## config.mk

```make
export PLATFORM = sky130hd
export DESIGN_NAME = sfx_scheduler
export DESIGN_NICKNAME = d
export VERILOG_FILES = /design/src/rtl/sfx_scheduler.sv
export SDC_FILE = /design/constraint.sdc
export NUM_CORES = 1
export LEC_CHECK = 0
export CAP_MARGIN = 20
export CORE_MARGIN = 2
export CORE_UTILIZATION = 55
export DETAILED_ROUTE_END_ITERATION = 6
export PLACE_DENSITY = 0.86
export SETUP_SLACK_MARGIN = 0.1
export SKIP_CTS_REPAIR_TIMING = 1
export SLEW_MARGIN = 20
export SYNTH_ARGS = -nofsm -noshare
export SYNTH_HDL_FRONTEND = slang
export SYNTH_SLANG_ARGS = --single-unit
```

## constraint.sdc

```tcl
create_clock -name i_Clk -period 2.6 [get_ports i_Clk]
set_input_delay 0.39 -clock i_Clk [delete_from_list [all_inputs] [get_ports i_Clk]]
set_output_delay 0.39 -clock i_Clk [all_outputs]
set_load 0.02 [all_outputs]
```

## src/rtl/sfx_scheduler.sv

```systemverilog
// rtl/sfx_scheduler.sv - priority scheduler that sequences sound-effect tone envelopes onto one piezo
module sfx_scheduler #(
   parameter int HALF_PERFECT = 23_900,
   parameter int HALF_GOOD    = 31_888,
   parameter int HALF_MISS    = 113_636,
   parameter int DUR_PERFECT  = 2_500_000,
   parameter int DUR_GOOD     = 5_000_000,
   parameter int DUR_MISS     = 10_000_000,
   parameter int GAP_CYC      = 1_000_000
) (
   input  logic       i_Clk,
   input  logic       i_Rst,
   input  logic [1:0] i_Sound_Cmd,
   input  logic       i_Mute,
   output logic       o_Piezo,
   output logic       o_Busy,
   output logic [1:0] o_Active_Cmd,
   output logic [7:0] o_Drop_Cnt
);

   function automatic int max2(input int a, input int b);
      return (a > b) ? a : b;
   endfunction

   localparam int HW = $clog2(max2(HALF_MISS, max2(HALF_GOOD, HALF_PERFECT)) + 1);
   localparam int DW = $clog2(max2(max2(DUR_MISS, DUR_GOOD), max2(DUR_PERFECT, GAP_CYC)) + 1);

   typedef enum logic [1:0] {S_IDLE, S_SEG1, S_SEG2, S_GAP} state_t;

   // Miss beats Perfect beats Good; 0 (no effect) ranks lowest
   function automatic logic [1:0] prio(input logic [1:0] c);
      case (c)
         2'd3:    return 2'd3;
         2'd1:    return 2'd2;
         2'd2:    return 2'd1;
         default: return 2'd0;
      endcase
   endfunction

   state_t          r_state, w_state;
   logic [1:0]      r_cur, w_cur;
   logic [1:0]      r_pend, w_pend;
   logic [HW-1:0]   r_half, w_half;
   logic [DW-1:0]   r_dur, w_dur;
   logic            r_tone, w_tone;
   logic [7:0]      r_drop, w_drop;

   logic [HW-1:0]   w_half_lim;
   logic [DW-1:0]   w_dur_lim;
   logic            w_in_seg;
   logic            w_seg_end;
   logic            w_gap_end;
   logic            w_start;
   logic [1:0]      w_start_cmd;
   logic            w_drop_inc;

   always_comb begin
      w_half_lim = HW'(HALF_MISS - 1);
      if (r_cur == 2'd1 && r_state == S_SEG2)
         w_half_lim = HW'(HALF_PERFECT - 1);
      else if (r_cur == 2'd1 || r_cur == 2'd2)
         w_half_lim = HW'(HALF_GOOD - 1);

      w_dur_lim = DW'(DUR_MISS - 1);
      if (r_state == S_GAP)
         w_dur_lim = DW'(GAP_CYC - 1);
      else if (r_cur == 2'd1)
         w_dur_lim = DW'(DUR_PERFECT - 1);
      else if (r_cur == 2'd2)
         w_dur_lim = DW'(DUR_GOOD - 1);
   end

   assign w_in_seg  = (r_state == S_SEG1) || (r_state == S_SEG2);
   assign w_seg_end = w_in_seg && (r_dur == w_dur_lim);
   assign w_gap_end = (r_state == S_GAP) && (r_dur == w_dur_lim);

   always_comb begin
      w_state     = r_state;
      w_cur       = r_cur;
      w_pend      = r_pend;
      w_half      = r_half;
      w_dur       = r_dur;
      w_tone      = r_tone;
      w_start     = 1'b0;
      w_start_cmd = 2'd0;
      w_drop_inc  = 1'b0;

      if (w_in_seg) begin
         w_dur = r_dur + 1'b1;
         if (r_half == w_half_lim) begin
            w_half = '0;
            w_tone = ~r_tone;
         end else begin
            w_half = r_half + 1'b1;
         end
      end else if (r_state == S_GAP) begin
         w_dur = r_dur + 1'b1;
      end

      // Arbitration runs first so a segment end below sees the updated pending entry
      if (i_Sound_Cmd != 2'd0) begin
         case (r_state)
            S_IDLE: begin
               w_start     = 1'b1;
               w_start_cmd = i_Sound_Cmd;
            end
            S_SEG1, S_SEG2: begin
               if (prio(i_Sound_Cmd) >= prio(r_cur)) begin
                  w_start     = 1'b1;
                  w_start_cmd = i_Sound_Cmd;
                  w_drop_inc  = 1'b1;
               end else if (r_pend == 2'd0 || prio(i_Sound_Cmd) > prio(r_pend)) begin
                  w_pend     = i_Sound_Cmd;
                  w_drop_inc = (r_pend != 2'd0);
               end else begin
                  w_drop_inc = 1'b1;
               end
            end
            default: begin
               if (prio(i_Sound_Cmd) >= prio(r_pend))
                  w_pend = i_Sound_Cmd;
               w_drop_inc = 1'b1;
            end
         endcase
      end

      if (!w_start && w_gap_end) begin
         w_start     = 1'b1;
         w_start_cmd = w_pend;
         w_pend      = 2'd0;
      end else if (!w_start && w_seg_end) begin
         w_half = '0;
         w_dur  = '0;
         if (r_state == S_SEG1 && r_cur == 2'd1) begin
            w_state = S_SEG2;
            w_tone  = 1'b1;
         end else begin
            w_state = (w_pend != 2'd0) ? S_GAP : S_IDLE;
            w_cur   = 2'd0;
            w_tone  = 1'b0;
         end
      end

      if (w_start) begin
         w_state = S_SEG1;
         w_cur   = w_start_cmd;
         w_half  = '0;
         w_dur   = '0;
         w_tone  = 1'b1;
      end

      w_drop = (w_drop_inc && r_drop != 8'hFF) ? r_drop + 8'd1 : r_drop;
   end

   always_ff @(posedge i_Clk or negedge i_Rst) begin
      if (!i_Rst) begin
         r_state <= S_IDLE;
         r_cur   <= 2'd0;
         r_pend  <= 2'd0;
         r_half  <= '0;
         r_dur   <= '0;
         r_tone  <= 1'b0;
         r_drop  <= 8'd0;
      end else begin
         r_state <= w_state;
         r_cur   <= w_cur;
         r_pend  <= w_pend;
         r_half  <= w_half;
         r_dur   <= w_dur;
         r_tone  <= w_tone;
         r_drop  <= w_drop;
      end
   end

   assign o_Piezo      = r_tone & ~i_Mute;
   assign o_Busy       = (r_state != S_IDLE);
   assign o_Active_Cmd = r_cur;
   assign o_Drop_Cnt   = r_drop;

endmodule

```

==> metrics.md, run 1 <==
| Metric | Value |
|---|---|
| Register area share after synthesis | 0.402 |
| CTS tree | done |
| Root Buffer Master | clkbuf_8 |
| Gp weighted congestion | ~0.95 |
| Initial Utilization | 0.559 |
| N_diodes | 0 |
| Commonest non-fill, non-tap cells in the layout | 69 x nor2_1, 54 x dfrtp_1, 28 x nand2_1 |
| Clock sinks | 56 |
| CP arrival | 2.67 ns |
| Crit-path slowest cell | or4b_2 |
| Min-delay worst type | primary input to async pin |
| Synthesized area per cell | between 9 and 10 sq um |
| Top_reg_cell synth | dfrtp_1 |
| Setup_tns | 0 ns |
| Worst Setup Start Kind | flop |
| Largest family of logic cells by synthesized area | simple AND/OR/NAND/NOR gates |
| Port bufs | 16 |
| Place WS | -0.0803 ns |
| ANT nets after route | 0 |
| Synth area leaders | dfrtp_1 40%, nor2_1 7.4%, xor2_1 6.3% |
| Period utilization | 0.945 |
| GRT Total Usage | 0.225 |
| CP bufs+invs | 3 |
| Final slew viol count | 0 |
| Ys Warns | 0 |
| CP max FO | 10 |
| Die height | between 80 and 90 um |
| Worst Setup Path Type | flop to flop |
| WL/cell | 16.6 um |
| Sequential cell area | 1400 sq um |
| Hpwl dp | 5.44 mm |
| Post-Synth Adder-Cell Area | 0.0610 |
| Yosys cell types | 59 |
| Final setup fails | 0 |
| Async S/R FF share, synth | 1.00 |
| Share of cells above drive strength 1 | 0.155 |
| Most area-hungry cell type in the Yosys netlist | dfrtp_1 |
| Fillcell total | 481 |
| Vias in the first global route | 2,807 |
| Post-synthesis cell area | ~3500 sq um |
| Synth Area in Compound Gates | 0.117 |
| First-pass GRT wire length | roughly 13 mm |
| Clk Latency, worst-skew pair | 0.32 ns |
| EDFF count, synth | 0 |
| GR Overflow Total | 0 |
| Core area | 6240 sq um |
| Die Wd | about 84 um |
| Reg clk slew, reported paths | ~0.1 ns |
| Antenna violations before repair | 0 |
| Max Fclk | 0.407 GHz |
| Setup slack, reg-to-reg | 0.14 ns |
| Hold slack | 0.104 ns |
| Total die area | 7000 sq um |
| Peak supply drop | approximately 730 uV |
| Minimum clock period after layout | 2.46 ns |
| Vias | approximately 3,000 |
| Pwr/cell area | 860 nW/um^2 |
| Type of element capturing the critical path | flop |
| Reg-to-Reg End | r_half[4] |
| FF+latch count, synth | 56 |
| Reg2reg start | o_Active_Cmd[1] |
| Initial detailed-routing violation count | about 240 |
| XOR/XNOR Fraction of Synth Area | 0.121 |
| WP data required | 2.82 ns |
| Vias/cell | 6.05 |
| Synth Area in Simple Gates | 0.251 |
| Mux share of post-synthesis cell area | 0.0122 |
| Worst path max stage delay | 0.63 ns |
| Status | complete, no violations |
| Num ports | 17 |
| Non-filler cells, final | 489 |
| Worst R2R Path Depth | 10 |
| CTS Buffer Depth | 2 |
| Multi-input gate area in the final layout | 2060 sq um |
| Commonest non-fill, non-tap cell in the layout | nor2_1 |
| Mapped Nets | approximately 400 |
| Post-Route WL | between 8 and 9 mm |
| Static Leak | 1.74 nW |
| CTS buffer count | 5 |
| Largest net degree at the start of global routing | 32 |
| First-pass detailed-route iteration total | 7 |
| Final hold vios | 0 |
| Layout net count | 433 |
| Area delta synth->final | 17.3% |
| # DRC | 0 |
| Max_cap viols | 0 |
| Crit path cell chain | inv_2 > ha_4 > buf_8 > nand2_2 > or4b_2 > o21ai_0 > nand4_1 > o211ai_4 > clkbuf_16 > nor2_1 |
| Relative slew slack | 0.537 |
| # H-tree levels | 2 |
| Final Skew | around 0.011 ns |
| Synth Instances | 377 |
| RSZ-0062 raised after global routing | yes |
| Worst Slack Setup Final | 0.142 ns |
| Top-area cell type share of the netlist area | 0.402 |
| Row count | 29 |
| Cells after DPL | around 480 |
| Least-Margin Pin Slew | 0.694 ns |
| Family with the most delay on the worst path | simple AND/OR/NAND/NOR gates |
-- sequential cells by signal, summed over array words and instances, names as in the netlist --
register,count
r_half,17
r_tone,1
r_pend,2
o_Active_Cmd,2
o_Drop_Cnt,8
r_state,2
r_dur,24
-- Yosys cell counts (5+ instances only) --
master	number
o21ai_0	6
xor2_1	25
and3_1	7
nor2_1	69
xnor2_1	23
clkbuf_1	6
nor2b_1	11
nand2_1	29
inv_1	16
nand4_1	15
dfrtp_1	56
o22ai_1	5
a21oi_1	10
ha_1	17
nand3_1	13
-- report_power, final --
group	internal (mW)	switching, mW
Combinational	0.856	0.964
Sequential	1.01	0.185
Clock	0.218	0.284
-- stage by stage --
stage / util / power (mW) / cell area, sq um
global placement: 0.614 / 2.67 / 3830
CTS: 0.630 / 3.25 / 3930
detailed placement: 0.614 / 2.73 / 3830
finish: 0.656 / 3.52 / 4090
global route: 0.656 / 3.75 / 4090
floorplan: - / 2.25 / 3500
-- routing by layer --
metal / track usage / part of all wire / up-vias
met4: 0.0792 / 0.022 / 0
li1: - / - / 1379
met5: 0 / 0 / -
met3: 0.0376 / 0.054 / 20
met1: 0.304 / 0.43 / 1449
met2: 0.367 / 0.49 / 112
-- worst max-delay path by stage --
stage | from | endpoint | slack, ns | depth (start not counted)
2_1_floorplan | o_Active_Cmd[0] | o_Drop_Cnt[5] | 0.13 | 11
3_3_place_gp | i_Sound_Cmd[0] | r_state[1] | 0.001 | 10
3_5_place_dp | i_Sound_Cmd[1] | o_Active_Cmd[1] | -0.08 | 9
4_1_cts | o_Active_Cmd[0] | r_state[1] | -0.01 | 12
5_1_grt | o_Active_Cmd[0] | o_Active_Cmd[1] | 0.06 | 11
6_report | o_Active_Cmd[1] | r_half[4] | 0.14 | 10
-- area by class of cell --
| class | instances | share of cell area |
|---|---|---|
| multi-input cells | 293 | 0.503 |
| repair buffers | 39 | 0.0924 |
| clock buffers | 6 | 0.0202 |
| inverters | 16 | 0.0147 |
| flip-flops and latches | 56 | 0.343 |
| well taps | 77 | 0.0235 |
| clock inverters | 2 | 0.00336 |
-- logic make-up (layout without fill, tap and decap cells) --
group	after synthesis	after routing
buf+inv	28	63
flops	56	56
fa+ha+maj	17	17
xor+xnor	48	48
compound gates	52	52
simple gates	172	172
mux	4	4
No activity file was read; power rests on OpenSTA's default activity.
==> inputs of run 2 (changes only) <==
SETUP_SLACK_MARGIN = 0.05   (was 0.1)
==> metrics.md, run 2 (synthesized netlist as in run 1, its figures left out) <==
| Metric | Value |
|---|---|
| Status | complete, no violations |
| Vias | 2,924 (-1.2%) |
| Clock sinks | 56 (unchanged) |
| CP bufs+invs | 3 (unchanged) |
| Worst Setup Start Kind | primary input |
| Initial Utilization | 0.559 (unchanged) |
| Fillcell total | 485 (+0.83%) |
| Clk pwr share | 0.136 (-0.007) |
| WP data required | 2.82 ns (about the same) |
| NetSw | 1.46 mW (+1.9%) |
| Hpwl dp | 5.34 mm (-1.9%) |
| Num ports | 17 (unchanged) |
| Largest register FFs | 24 (unchanged) |
| Area delta synth->final | 19.5% |
| Setup_tns | 0 ns (unchanged) |
| CTS Buffer Depth | 2 (unchanged) |
| Dpl cell area | 3830 sq um (about the same) |
| Min-delay worst type | primary input to async pin |
| Flop pwr share | 0.331 (-0.009) |
| GRT Total Usage | 0.226 (+0.000700) |
| # DRC | 0 (unchanged) |
| CTS tree | done |
| Core area | 6240 sq um (unchanged) |
| Most flops, register | r_dur |
| Commonest non-fill, non-tap cell in the layout | nor2_1 |
| Static Leak | 1.76 nW (+1.2%) |
| Initial detailed-routing violation count | 262 (+7.4%) |
| Family with the most delay on the worst path | compound AO/OA/AOI/OAI gates |
| Total die area | 7000 sq um (unchanged) |
| Clk Latency, worst-skew pair | 0.31 ns (about the same) |
| Commonest non-fill, non-tap cells in the layout | 69 x nor2_1, 54 x dfrtp_1, 28 x nand2_1 |
| Relative slew slack | 0.592 (+0.0543) |
| Post-Route WL | 8.12 mm (about the same) |
| CP max FO | 4 (-6) |
| Pwr/cell area | 862 nW/um^2 (+0.22%) |
| Largest net degree at the start of global routing | 31 (-3.1%) |
| Final setup fails | 0 (unchanged) |
| Worst Setup Path Type | primary input to flop |
| # H-tree levels | 2 (unchanged) |
| Antenna violations before repair | 0 (unchanged) |
| N_diodes | 0 (unchanged) |
| Vias in the first global route | 2,863 (+2.0%) |
| Final Skew | 0.0153 ns (+0.00440 ns) |
| Finished Cell Area | 4170 sq um (+1.9%) |
| Sw Share | 0.406 (-0.000877) |
| ANT nets after route | 0 (unchanged) |
| Peak supply drop | 723 uV (-1.7%) |
| Max_cap viols | 0 (unchanged) |
| Die Wd | 83.6 um (unchanged) |
| Worst path max stage delay | 0.55 ns (-0.08 ns) |
| Least-Margin Pin Slew | 0.612 ns (-0.0814 ns) |
| Crit-path slowest cell | clkdlybuf4s50_1 |
| Share of cells above drive strength 1 | 0.175 (+0.0201) |
| Cell Int Power | 2.13 mW (+2.2%) |
| Type of element capturing the critical path | flop |
| First-pass GRT wire length | 13.0 mm (+0.91%) |
| Gp weighted congestion | 0.903 (-5.0%) |
| Period utilization | 0.994 (+0.0485) |
| Vias/cell | 5.93 (-2.0%) |
| CTS buffer count | 5 (unchanged) |
| Worst Slack Setup Final | 0.0158 ns (-0.126 ns) |
| Place WS | -0.131 ns (-0.0509 ns) |
| Crit path cell chain | clkdlybuf4s50_1 > inv_1 > ha_1 > o21bai_1 > o221ai_2 > a21oi_2 > nor4b_2 > buf_4 > a22o_1 > a2bb2oi_1 |
| GR Overflow Total | 0 (unchanged) |
| Max Fclk | 0.387 GHz (-4.9%) |
| First-pass detailed-route iteration total | 4 (-3) |
| Port bufs | 16 (unchanged) |
| Die height | 83.6 um (unchanged) |
| Row count | 29 (unchanged) |
| Layout net count | 437 (+0.92%) |
| Reg clk slew, reported paths | 0.10 ns (about the same) |
| Root Buffer Master | clkbuf_8 |
| WL/cell | 16.5 um (-0.75%) |
| Hold slack | 0.0810 ns (-0.0233 ns) |
| Combinational share of power | 0.534 (+0.017) |
| Final hold vios | 0 (unchanged) |
| Overall Power | 3.59 mW (+2.1%) |
| CP arrival | 2.80 ns (+0.13 ns) |
| Final slew viol count | 0 (unchanged) |
| Minimum clock period after layout | 2.58 ns (+0.126 ns) |
run 2: changes by cell type in the layout (fill, tap and decap cells not counted), moves of 2 or more:
cell and change:
ha_2 +3, buf_4 +2, buf_6 +2, ha_1 -2
run 2: final timing paths:
check | start | end | slack (ns) | cells after the start
worst min register to register | o_Drop_Cnt[7] | o_Drop_Cnt[7] | 0.52 | 1
worst min-delay path | i_Rst | r_half[10] | 0.08 | 1
min in group i_Clk | o_Drop_Cnt[7] | o_Drop_Cnt[7] | 0.52 | 1
max in group asynchronous | i_Rst | o_Active_Cmd[1] | 1.94 | 2
worst max register to register | o_Active_Cmd[0] | r_state[0] | 0.11 | 12
worst max-delay path | i_Sound_Cmd[0] | r_state[0] | 0.02 | 10
run 2: cell type report:
type                       instances  area [sq um]  area share
clock buffer                       7          86.3      0.0207
clock inverter                     1          7.51     0.00180
inverter                          16          60.1      0.0144
multi-input combinational        293          2090       0.502
sequential                        56          1400       0.337
tap                               77          96.3      0.0231
timing repair buffer              43           420       0.101
run 2: metal layers:
metal	global-route usage	vias up	wire (um)
met5	0	-	0
met1	0.301	1423	3560
met2	0.375	93	4050
li1	-	1397	-
met4	0.0733	0	100
met3	0.0376	11	416
run 2: stage by stage:
step	std cells	util
global placement	475	0.614
CTS	483	0.629
floorplan	377	-
detailed placement	475	0.614
finish	493	0.668
global route	493	0.668
run 2: power groups by stage:
stage               Clock (mW)  Combinational [mW]  Sequential, mW
CTS                      0.504                1.54            1.18
finish                   0.487                1.92            1.19
floorplan                    0               0.992            1.25
global route             0.539                2.07            1.22
detailed placement           0                1.53            1.19
global placement             0                1.48            1.19
==> inputs of run 3 (changes only) <==
CORE_UTILIZATION = 39   (was 55)
PLACE_DENSITY = 0.67   (was 0.86)
==> metrics.md, run 3 (synthesized netlist as in run 1, its figures left out) <==
| Metric | Value |
|---|---|
| Max Fclk | 0.400 GHz (+3.3%) |
| Peak supply drop | 543 uV (-25%) |
| Num ports | 17 (unchanged) |
| Gr busiest metal | met2 |
| Final hold vios | 0 (unchanged) |
| Largest register FFs | 24 (unchanged) |
| Die Wd | 98.6 um (+18%) |
| Critical path depth | 12 (+2) |
| Min-delay worst type | primary input to async pin |
| Crit-path slowest cell | dfrtp_2 |
| Largest net degree at the start of global routing | 31 (unchanged) |
| Finished Cell Area | 4160 sq um (-0.12%) |
| Crit path cell chain | inv_2 > ha_1 > nor2_1 > nor2_1 > ha_1 > nor2b_4 > o21a_1 > a31oi_4 > nor4b_4 > buf_4 > nand3_1 > o2bb2ai_2 |
| Final setup fails | 0 (unchanged) |
| Relative slew slack | 0.521 (-0.0706) |
| Worst path max stage delay | 0.44 ns (-0.11 ns) |
| CP bufs+invs | 2 (-1) |
| Core area | 8680 sq um (+39%) |
| Die height | 98.6 um (+18%) |
| Final core utilization | 0.480 (-0.188) |
| Area delta synth->final | 19.3% |
| Commonest non-fill, non-tap cells in the layout | 69 x nor2_1, 54 x dfrtp_1, 29 x nand2_1 |
| Vias | 2,824 (-3.4%) |
| Hpwl dp | 5.44 mm (+1.9%) |
| CTS tree | done |
| CTS Buffer Depth | 2 (unchanged) |
| Share of cells above drive strength 1 | 0.146 (-0.0298) |
| WP data required | 2.81 ns (about the same) |
| Pwr/cell area | 874 nW/um^2 (+1.4%) |
| Place WS | -0.133 ns (-0.00228 ns) |
| Row count | 34 (+17%) |
| First-pass GRT wire length | 13.3 mm (+1.8%) |
| NetSw | 1.44 mW (-1.4%) |
| First-pass detailed-route iteration total | 4 (unchanged) |
| Reg clk slew, reported paths | 0.10 ns (about the same) |
| Setup_tns | 0 ns (unchanged) |
| Sw Share | 0.396 (-0.0106) |
| CP arrival | 2.71 ns (-0.09 ns) |
| Vias in the first global route | 2,777 (-3.0%) |
| CTS buffer count | 5 (unchanged) |
| ANT nets after route | 0 (unchanged) |
| Met3 usage in global routing | 0.0291 (-0.00851) |
| Port bufs | 16 (unchanged) |
| Antenna violations before repair | 0 (unchanged) |
| Static Leak | 1.76 nW (-0.46%) |
| Initial Utilization | 0.402 (-0.157) |
| Worst Slack Setup Final | 0.0991 ns (+0.0833 ns) |
| Overall Power | 3.64 mW (+1.3%) |
| Worst Setup Start Kind | flop |
| WL/cell | 15.1 um (-8.1%) |
| Layout net count | 433 (-0.92%) |
| CP max FO | 5 (+1) |
| Clk pwr share | 0.156 (+0.020) |
| Commonest non-fill, non-tap cell in the layout | nor2_1 |
| Post-Route WL | 7.87 mm (-3.1%) |
| Clock sinks | 56 (unchanged) |
| Combinational share of power | 0.517 (-0.017) |
| Flop pwr share | 0.327 (-0.004) |
| Clk Latency, worst-skew pair | 0.32 ns (about the same) |
| GR met2 Demand/Resource | 0.261 (-0.114) |
| RSZ-0062 raised after global routing | yes |
| Initial detailed-routing violation count | 122 (-53%) |
| Max_cap viols | 0 (unchanged) |
| Total die area | 9720 sq um (+39%) |
| Reg-to-Reg End | r_state[1] |
| Least-Margin Pin Slew | 0.718 ns (+0.106 ns) |
| Reg2reg start | o_Active_Cmd[0] |
| Most flops, register | r_dur |
| Final Skew | 0.0105 ns (-0.00480 ns) |
| Type of element capturing the critical path | flop |
| # DRC | 0 (unchanged) |
| Final slew viol count | 0 (unchanged) |
| Root Buffer Master | clkbuf_8 |
| N_diodes | 0 (unchanged) |
| Setup slack, reg-to-reg | 0.1 ns (about the same) |
| Fillcell total | 814 (+68%) |
| Status | complete, no violations |
| GR Overflow Total | 0 (unchanged) |
| Hold slack | 0.115 ns (+0.0341 ns) |
| Worst R2R Path Depth | 12 (unchanged) |
| Worst Setup Path Type | flop to flop |
| Vias/cell | 5.43 (-8.4%) |
| Dpl cell area | 3880 sq um (+1.4%) |
| Cell Int Power | 2.20 mW (+3.1%) |
| Met1 Usage GRT | 0.231 (-0.0708) |
| Gp weighted congestion | 0.888 (-1.7%) |
| Family with the most delay on the worst path | simple AND/OR/NAND/NOR gates |
| GRT Total Usage | 0.166 (-0.0600) |
| Period utilization | 0.962 (-0.0320) |
| Minimum clock period after layout | 2.50 ns (-0.0833 ns) |
| Cells after DPL | 508 (+6.9%) |
| # H-tree levels | 2 (unchanged) |
| Non-filler cells, final | 520 (+5.5%) |
run 3: worst max-delay path by stage:
stage	slack, ns	startpoint	endpoint
after CTS	-0.009	o_Active_Cmd[1]	r_half[14]
final	0.1	o_Active_Cmd[0]	r_state[1]
after detailed placement	-0.13	i_Sound_Cmd[0]	r_state[1]
after global routing	-0.06	o_Active_Cmd[0]	r_state[1]
after global placement	-0.07	i_Sound_Cmd[0]	r_state[1]
after floorplan	0.06	o_Active_Cmd[1]	r_dur[8]
run 3: power groups by stage:
stage,clock network [mW],logic (mW),registers [mW]
floorplan,0,0.992,1.25
global placement,0,1.53,1.19
global route,0.628,2.05,1.22
detailed placement,0,1.56,1.19
CTS,0.581,1.57,1.18
finish,0.567,1.88,1.19
run 3: routing by layer:
metal  wire length, um  part of all wire
met4               165             0.021
met1              3830              0.49
met5                 0                 0
met2              3570              0.45
met3               308             0.039
run 3: cell type report:
cell class,count,area (sq um),area share
clock inverters,2,35.0,0.00842
repair buffers,39,400,0.0962
inverters,16,60.1,0.0144
clock buffers,6,72.6,0.0174
flip-flops and latches,56,1400,0.337
well taps,108,135,0.0325
multi-input cells,293,2060,0.494
run 3: worst register-to-register path, cell delays in order, from the launching register on:
cell and delay, ns:
dfrtp_2 0.44, inv_2 0.07, ha_1 0.19, nor2_1 0.10, nor2_1 0.05, ha_1 0.31, nor2b_4 0.17, o21a_1 0.22
a31oi_4 0.13, nor4b_4 0.32, buf_4 0.17, nand3_1 0.09, o2bb2ai_2 0.15
